===== src/rtl/mux_pipe_nw.sv =====
// Registered N:1 lane selector with valid/ready flow control, a one-entry skid buffer,
// synchronous flush and a sticky out-of-range select flag.
module mux_pipe_nw #(
    parameter int               WIDTH       = 5,
    parameter int               NUM_IN      = 4,
    parameter int               SEL_W       = 2,
    parameter logic [WIDTH-1:0] DEFAULT_VAL = '0
) (
    input  logic                    clk,
    input  logic                    rst_n,
    input  logic [NUM_IN*WIDTH-1:0] in_bus,
    input  logic [SEL_W-1:0]        sel,
    input  logic                    in_valid,
    output logic                    in_ready,
    output logic [WIDTH-1:0]        out_data,
    output logic [SEL_W-1:0]        out_sel,
    output logic                    out_valid,
    input  logic                    out_ready,
    input  logic                    flush,
    output logic                    sel_err,
    input  logic                    err_clr
);

    logic [WIDTH-1:0] lane_data;
    logic             sel_hit;

    logic [WIDTH-1:0] out_data_r;
    logic [SEL_W-1:0] out_sel_r;
    logic             out_valid_r;
    logic [WIDTH-1:0] skid_data_r;
    logic [SEL_W-1:0] skid_sel_r;
    logic             skid_valid_r;
    logic             in_ready_r;
    logic             sel_err_r;

    logic accept;
    logic emit;
    logic load_from_skid;
    logic load_from_in;
    logic load_skid;
    logic out_valid_n;
    logic skid_valid_n;

    // Every select value is compared in full, so unused codes above NUM_IN-1 fall through
    // to DEFAULT_VAL and leave sel_hit low.
    // NOTE: every always_comb output gets a default before any condition, so no path can
    // leave it unassigned and infer a latch.
    always_comb begin
        lane_data = DEFAULT_VAL;
        sel_hit   = 1'b0;
        for (int i = 0; i < NUM_IN; i++) begin
            if (sel == SEL_W'(i)) begin
                lane_data = in_bus[i*WIDTH +: WIDTH];
                sel_hit   = 1'b1;
            end
        end
    end

    // in_ready_r always mirrors !skid_valid_r, so an accept can never coincide with a skid drain.
    always_comb begin
        accept         = in_valid && in_ready_r && !flush;
        emit           = out_valid_r && out_ready;
        load_from_skid = emit && skid_valid_r && !flush;
        load_from_in   = accept && (!out_valid_r || emit);
        load_skid      = accept && out_valid_r && !emit;

        out_valid_n  = out_valid_r;
        skid_valid_n = skid_valid_r;
        if (flush) begin
            out_valid_n  = 1'b0;
            skid_valid_n = 1'b0;
        end else begin
            if (load_from_skid) begin
                skid_valid_n = 1'b0;
            end else if (load_from_in) begin
                out_valid_n = 1'b1;
            end else if (emit) begin
                out_valid_n = 1'b0;
            end
            if (load_skid) begin
                skid_valid_n = 1'b1;
            end
        end
    end

    // NOTE: sequential state uses non-blocking assignments so every flop samples
    // pre-edge values regardless of statement order.
    always_ff @(posedge clk or negedge rst_n) begin
        if (!rst_n) begin
            out_data_r   <= '0;
            out_sel_r    <= '0;
            out_valid_r  <= 1'b0;
            skid_valid_r <= 1'b0;
            in_ready_r   <= 1'b1;
            sel_err_r    <= 1'b0;
        end else begin
            out_valid_r  <= out_valid_n;
            skid_valid_r <= skid_valid_n;
            in_ready_r   <= !skid_valid_n;
            if (load_from_skid) begin
                out_data_r <= skid_data_r;
                out_sel_r  <= skid_sel_r;
            end else if (load_from_in) begin
                out_data_r <= lane_data;
                out_sel_r  <= sel;
            end
            if (accept && !sel_hit) begin
                sel_err_r <= 1'b1;
            end else if (err_clr) begin
                sel_err_r <= 1'b0;
            end
        end
    end

    // NOTE: the skid payload is qualified by skid_valid_r, so it carries no reset.
    always_ff @(posedge clk) begin
        if (load_skid) begin
            skid_data_r <= lane_data;
            skid_sel_r  <= sel;
        end
    end

    assign in_ready  = in_ready_r;
    assign out_data  = out_data_r;
    assign out_sel   = out_sel_r;
    assign out_valid = out_valid_r;
    assign sel_err   = sel_err_r;

endmodule

===== config.mk =====
export PLATFORM = sky130hd
export DESIGN_NAME = mux_pipe_nw
export DESIGN_NICKNAME = d
export VERILOG_FILES = /design/src/rtl/mux_pipe_nw.sv
export SDC_FILE = /design/constraint.sdc
export NUM_CORES = 1
export LEC_CHECK = 0
export ABC_AREA = 1
export BUFFER_PORTS_ARGS = -buffer_cell sky130_fd_sc_hd__buf_4
export CAP_MARGIN = 20
export CELL_PAD_IN_SITES_DETAIL_PLACEMENT = 0
export CELL_PAD_IN_SITES_GLOBAL_PLACEMENT = 1
export CORE_ASPECT_RATIO = 1.1
export CORE_UTILIZATION = 38
export CTS_BUF_LIST = sky130_fd_sc_hd__clkbuf_4
export CTS_CLUSTER_DIAMETER = 150
export CTS_CLUSTER_SIZE = 24
export DETAILED_ROUTE_END_ITERATION = 10
export GPL_TIMING_DRIVEN = 0
export PLACE_DENSITY_LB_ADDON = 0.1
export SETUP_SLACK_MARGIN = 0.5
export SLEW_MARGIN = 25
export SYNTH_ARGS = -nofsm -noshare
export SYNTH_HDL_FRONTEND = slang
export SYNTH_SLANG_ARGS = --single-unit

===== constraint.sdc =====
create_clock -name clk -period 3.7 [get_ports clk]
set_input_delay 0.185 -clock clk [delete_from_list [all_inputs] [get_ports clk]]
set_output_delay 0.185 -clock clk [all_outputs]
set_load 0.03 [all_outputs]

# Word level (Yosys, flattened, before mapping)

Index checks and enable logic that the tools add are counted.

Input bits: 28
Word-level logic and storage cells: 53
Flip-flop bits (word level): 18
Output and inout bits: 10

Equal/unequal tests: 4
Mux-type cells: 21
Reductions and logical operators: 20

Operator list:

| operator                                       | number |
|---|---|
| 2-to-1 mux 5 bit                               | 6 |
| 2-to-1 mux 1 bit                               | 13 |
| logical AND 1 bit                              | 9 |
| zero test 1 bit                                | 5 |
| == test 2 bit (second input constant)          | 2 |
| 2-to-1 mux 2 bit                               | 2 |
| nonzero test 2 bit                             | 2 |
| nonzero test 3 bit                             | 1 |
| == test 2 x 1 -> 1 bit (second input constant) | 1 |
| zero test 2 bit                                | 1 |
| != test 2 bit (second input constant)          | 1 |
| AND reduction 2 bit                            | 1 |
| logical OR 1 bit                               | 1 |

# Logic depth before layout (Yosys ltp)

Depth after elaboration: 8
Mapped depth: 7

# Worst setup path after synthesis

No wires, ideal clock.

Path kind: register to register
Start point: register in_ready_r (netlist: in_ready)
End point: register skid_data_r[0], enable pin
Cell stages (with the launch flop): 5
Clock period less this slack: 1.451 ns
Buffers on the path: 0
Arrival: 1.132 ns
Path slack: 2.249 ns
Library setup time: 0.319 ns
Cell sequence: dfstp_2 > nand2_1 > nor2_2 > nand3_1 > inv_1

Longest elaborated chain between the ends: 4

Ends and longest elaborated chain:

| what                            | RTL line | source |
|---|---|---|
| from (decl)                     | 33       | `logic in_ready_r;` |
| from (signal assigned)          | 99       | `in_ready_r <= !skid_valid_n;` |
| logical AND 1 bit (2 in series) | 61       | `accept = in_valid && in_ready_r && !flush;` |
| logical AND 1 bit (2 in series) | 65       | `load_skid = accept && out_valid_r && !emit;` |
| via load_skid                   | 40       | `logic load_skid;` |
| to (signal assigned)            | 118      | `skid_data_r <= lane_data;` |
| to (decl)                       | 30       | `logic [WIDTH-1:0] skid_data_r;` |

The timed path passes the listed nets, and every way through them passes these cells.
A chain may end at the register's enable or synchronous reset.

# Final worst setup path

Start point: register in_ready_r (netlist: in_ready)
End point: register skid_data_r[3], enable pin

Same word-level chain as after synthesis.

==> qor.csv <==
stage,metric,value,unit
floorplan,row cnt,18,
floorplan,I/O pin total,38,
floorplan,die height,55.29,um
floorplan,Die Wd,50.45,um
floorplan,Die Area,2789,sq um
timing,Setup Skew,0.01186,ns
yosys,cell taking the most area after synthesis,dfrtp_1,
timing,worst hold margin,0.02825,ns
finish,P&R area growth vs syn,36.22,%
floorplan,Core ar.,2342,sq um
placement,PortBufs,37,
yosys,Synth Flop Type,dfrtp_1,
yosys,Synth Register Bits,18,
clock_network,postcts setup bufs,0,
finish,antenna fix cells,0,
finish,fraction of layout cells with a size suffix above 1,35.67,%
clock_network,root buffer cell,clkbuf_4,
yosys,library cells used by synthesis,20,
clock_network,Worst-Skew Late Latency,0.29,ns
placement,HPWL Detailed,1573,um
power_and_ir_drop,clock share of power,22.3,%
critical_path,CP Cell Sequence,nand2_1 > nor2_2 > nand3_1 > inv_1,
yosys,Syn Area/Cell,8.530,sq um
power_and_ir_drop,Combinational Power Share,28.4,%
timing,RSZ-0062 raised after global routing,no,
yosys,Synth Instances,115,
yosys,"top cells by count, synth","nand2_1 (28), nand3_1 (25), dfrtp_1 (10)",
global_route,vias in the first global route,781,
clock_network,CTS H-tree lvls,1,
detailed_routing,drt total wl,1884,um
critical_path,Max stage delay on crit path,0.53,ns
timing,final period utilization,38.44,%
placement,RePlAce Congestion,0.7116,
power_and_ir_drop,Max rail drop VDD,176.1,uV
finish,nets,186,
power_and_ir_drop,pwr/cell area,356.1,nW/um^2
timing,minimum clock period,1.422,ns
clock_network,total CTS buffers,3,
global_route,global route overflow,0,
power_and_ir_drop,Int Pwr,0.0003333,W
timing,slew margin rel.,82.70,%
critical_path,critical path peak fanout,7,
detailed_routing,post-route ant nets,0,
power_and_ir_drop,Leak,0.6637,nW
timing,"Slew Viols, Final",0,
yosys,number of synthesized flops with an enable pin,7,
global_route,pin count of the biggest net entering global routing,12,
critical_path,crit end category,flop,
power_and_ir_drop,P_sw,0.0001426,W
detailed_routing,Via density,4.551,
clock_network,Resize count post-CTS,0,
critical_path,critical setup path kind,reg2reg,
clock_network,Clock Path Buffers,2,
timing,fmax,0.7030,GHz
clock_network,Sink Count,18,
detailed_routing,DR DRC count,0,
critical_path,CP arrival,1.39,ns
timing,Slew @ Worst Pin,0.2592,ns
yosys,Synth area leaders,"dfrtp_1 (26%), edfxtp_1 (21%), nand3_1 (13%), nand2_1 (11%), nor2_8 (4.1%)",
yosys,register area share after synthesis,49.62,%
detailed_routing,DRT iter0 DRCs,6,
critical_path,"Slowest-stage cell, CP",dfstp_2,
power_and_ir_drop,Sw Ratio,29.97,%
yosys,Ys Warns,0,
worst_hold_path,HP Class,in2reg,
timing,final setup vio count,0,
yosys,post-synth net total,143,
clock_network,clock slew at reported path FFs,0.10,ns
critical_path,startpoint types,flop,
timing,Fin. Hold Viols,0,
floorplan,initial core utilization,41.88,%
global_route,initial antenna violation count,0,
run,Max Cap Viol,0,
yosys,ys async rst share,61.11,%
finish,filler cell count in the final layout,225,
yosys,Synth top area share,25.51,%
global_route,global-route wire length before repair,3208,um
global_route,Tot GR Track Use,15.04,%
outcome,outcome,"complete, no violations",
clock_network,TritonCTS clock tree,done,
detailed_routing,Detailed Routing Iterations Pass 1,4,
critical_path,CP required,3.67,ns
detailed_routing,detailed-route via count,851,
power_and_ir_drop,Seq pwr share,49.3,%
yosys,most frequent cell after synthesis,nand2_1,
timing,setup TNS,0,ns
detailed_routing,per-cell routed wire length,10.07,um
yosys,Synth Cell Area,980.9,sq um
registers in the layout (all words and copies together) (netlist names):
name	cells
in_ready	1
out_data	5
out_sel	2
out_valid	1
sel_err	1
skid_data_r	5
skid_sel_r	2
skid_valid_r	1
path summary, 6_finish.rpt:
path / from / to / slack, ns / cells past startpoint
max: in_ready / skid_data_r[3] / 2.28 / 4
min: err_clr / sel_err / 0.03 / 2
max reg2reg: in_ready / skid_data_r[3] / 2.28 / 4
min reg2reg: skid_sel_r[0] / out_sel[0] / 0.48 / 2
max in group asynchronous: rst_n / in_ready / 3.22 / 2
min in group asynchronous: rst_n / sel_err / 0.25 / 2
power by group through the flow:
| stage | Sequential, W | Combinational, W | Clock, W |
|---|---|---|---|
| floorplan | 0.000269 | 0.0000460 | 0 |
| global placement | 0.000238 | 0.000134 | 0 |
| detailed placement | 0.000239 | 0.000136 | 0 |
| CTS | 0.000235 | 0.000137 | 0.000112 |
| global route | 0.000237 | 0.000148 | 0.000118 |
| finish | 0.000235 | 0.000135 | 0.000106 |
cells by family after synthesis:
logic type | share of synthesized area (%)
AOI/OAI and AO/OA | 4.464
DFF | 49.62
and+or+nand+nor | 39.54
buffers and inverters | 6.378
critical path: cells and delay by family (launching register included):
| family | cells | cell delay, ns |
|---|---|---|
| flip-flops | 1 | 0.53 |
| buffers and inverters | 1 | 0.24 |
| AND/OR/NAND/NOR | 3 | 0.33 |
per-stage QoR:
stage	setup slack (ns)	power [W]	instance area [sq um]	util, %	cells
after floorplan	2.249	0.0003150	980.9	-	115
after global placement	2.273	0.0003723	1296	55.34	182
after detailed placement	2.277	0.0003751	1296	55.34	182
after CTS	2.267	0.0004840	1336	57.05	187
after global routing	2.190	0.0005027	1336	57.05	187
final	2.278	0.0004759	1336	57.05	187
per-layer routing:
layer  global-route usage, %  routed length [um]
met1                   18.69                 860
met2                   24.19                 885
met3                   1.928                 110
met4                   9.524                  27
met5                       0                   0
placed cells by master, fill, tap and decap left out:
| cell | count |
|---|---|
| inv_1 | 8 |
| nand2_4 | 2 |
| or2_1 | 4 |
| nand2_1 | 28 |
| dfstp_2 | 1 |
| buf_2 | 2 |
| nor2_2 | 2 |
| clkbuf_4 | 4 |
| nand3_1 | 25 |
| buf_4 | 37 |
| o21ai_1 | 5 |
| a21oi_2 | 1 |
| dlygate4sd3_1 | 1 |
| dfrtp_1 | 10 |
| clkinv_1 | 3 |
| and2_1 | 5 |
| edfxtp_1 | 7 |
| o21ai_0 | 2 |
| or2_0 | 1 |
| inv_2 | 3 |
| nand2_2 | 2 |
| nor2_1 | 2 |
| nor2_8 | 2 |
area by class of cell:
| cell class | instances | area [sq um] | share of cell area (%) |
|---|---|---|---|
| buffer | 2 | 10.01 | 0.7491 |
| clock buffer | 4 | 30.03 | 2.247 |
| inverter | 14 | 52.55 | 3.933 |
| multi-input combinational | 81 | 431.7 | 32.30 |
| sequential | 18 | 486.7 | 36.42 |
| tap | 30 | 37.54 | 2.809 |
| timing repair buffer | 38 | 287.8 | 21.54 |
timing repair:
action	4_1_cts	5_1_grt
setup endpoints to repair	0	0
hold buffers	1	0
hold endpoints to repair	11	0
Power figures use the tool's default switching activity.
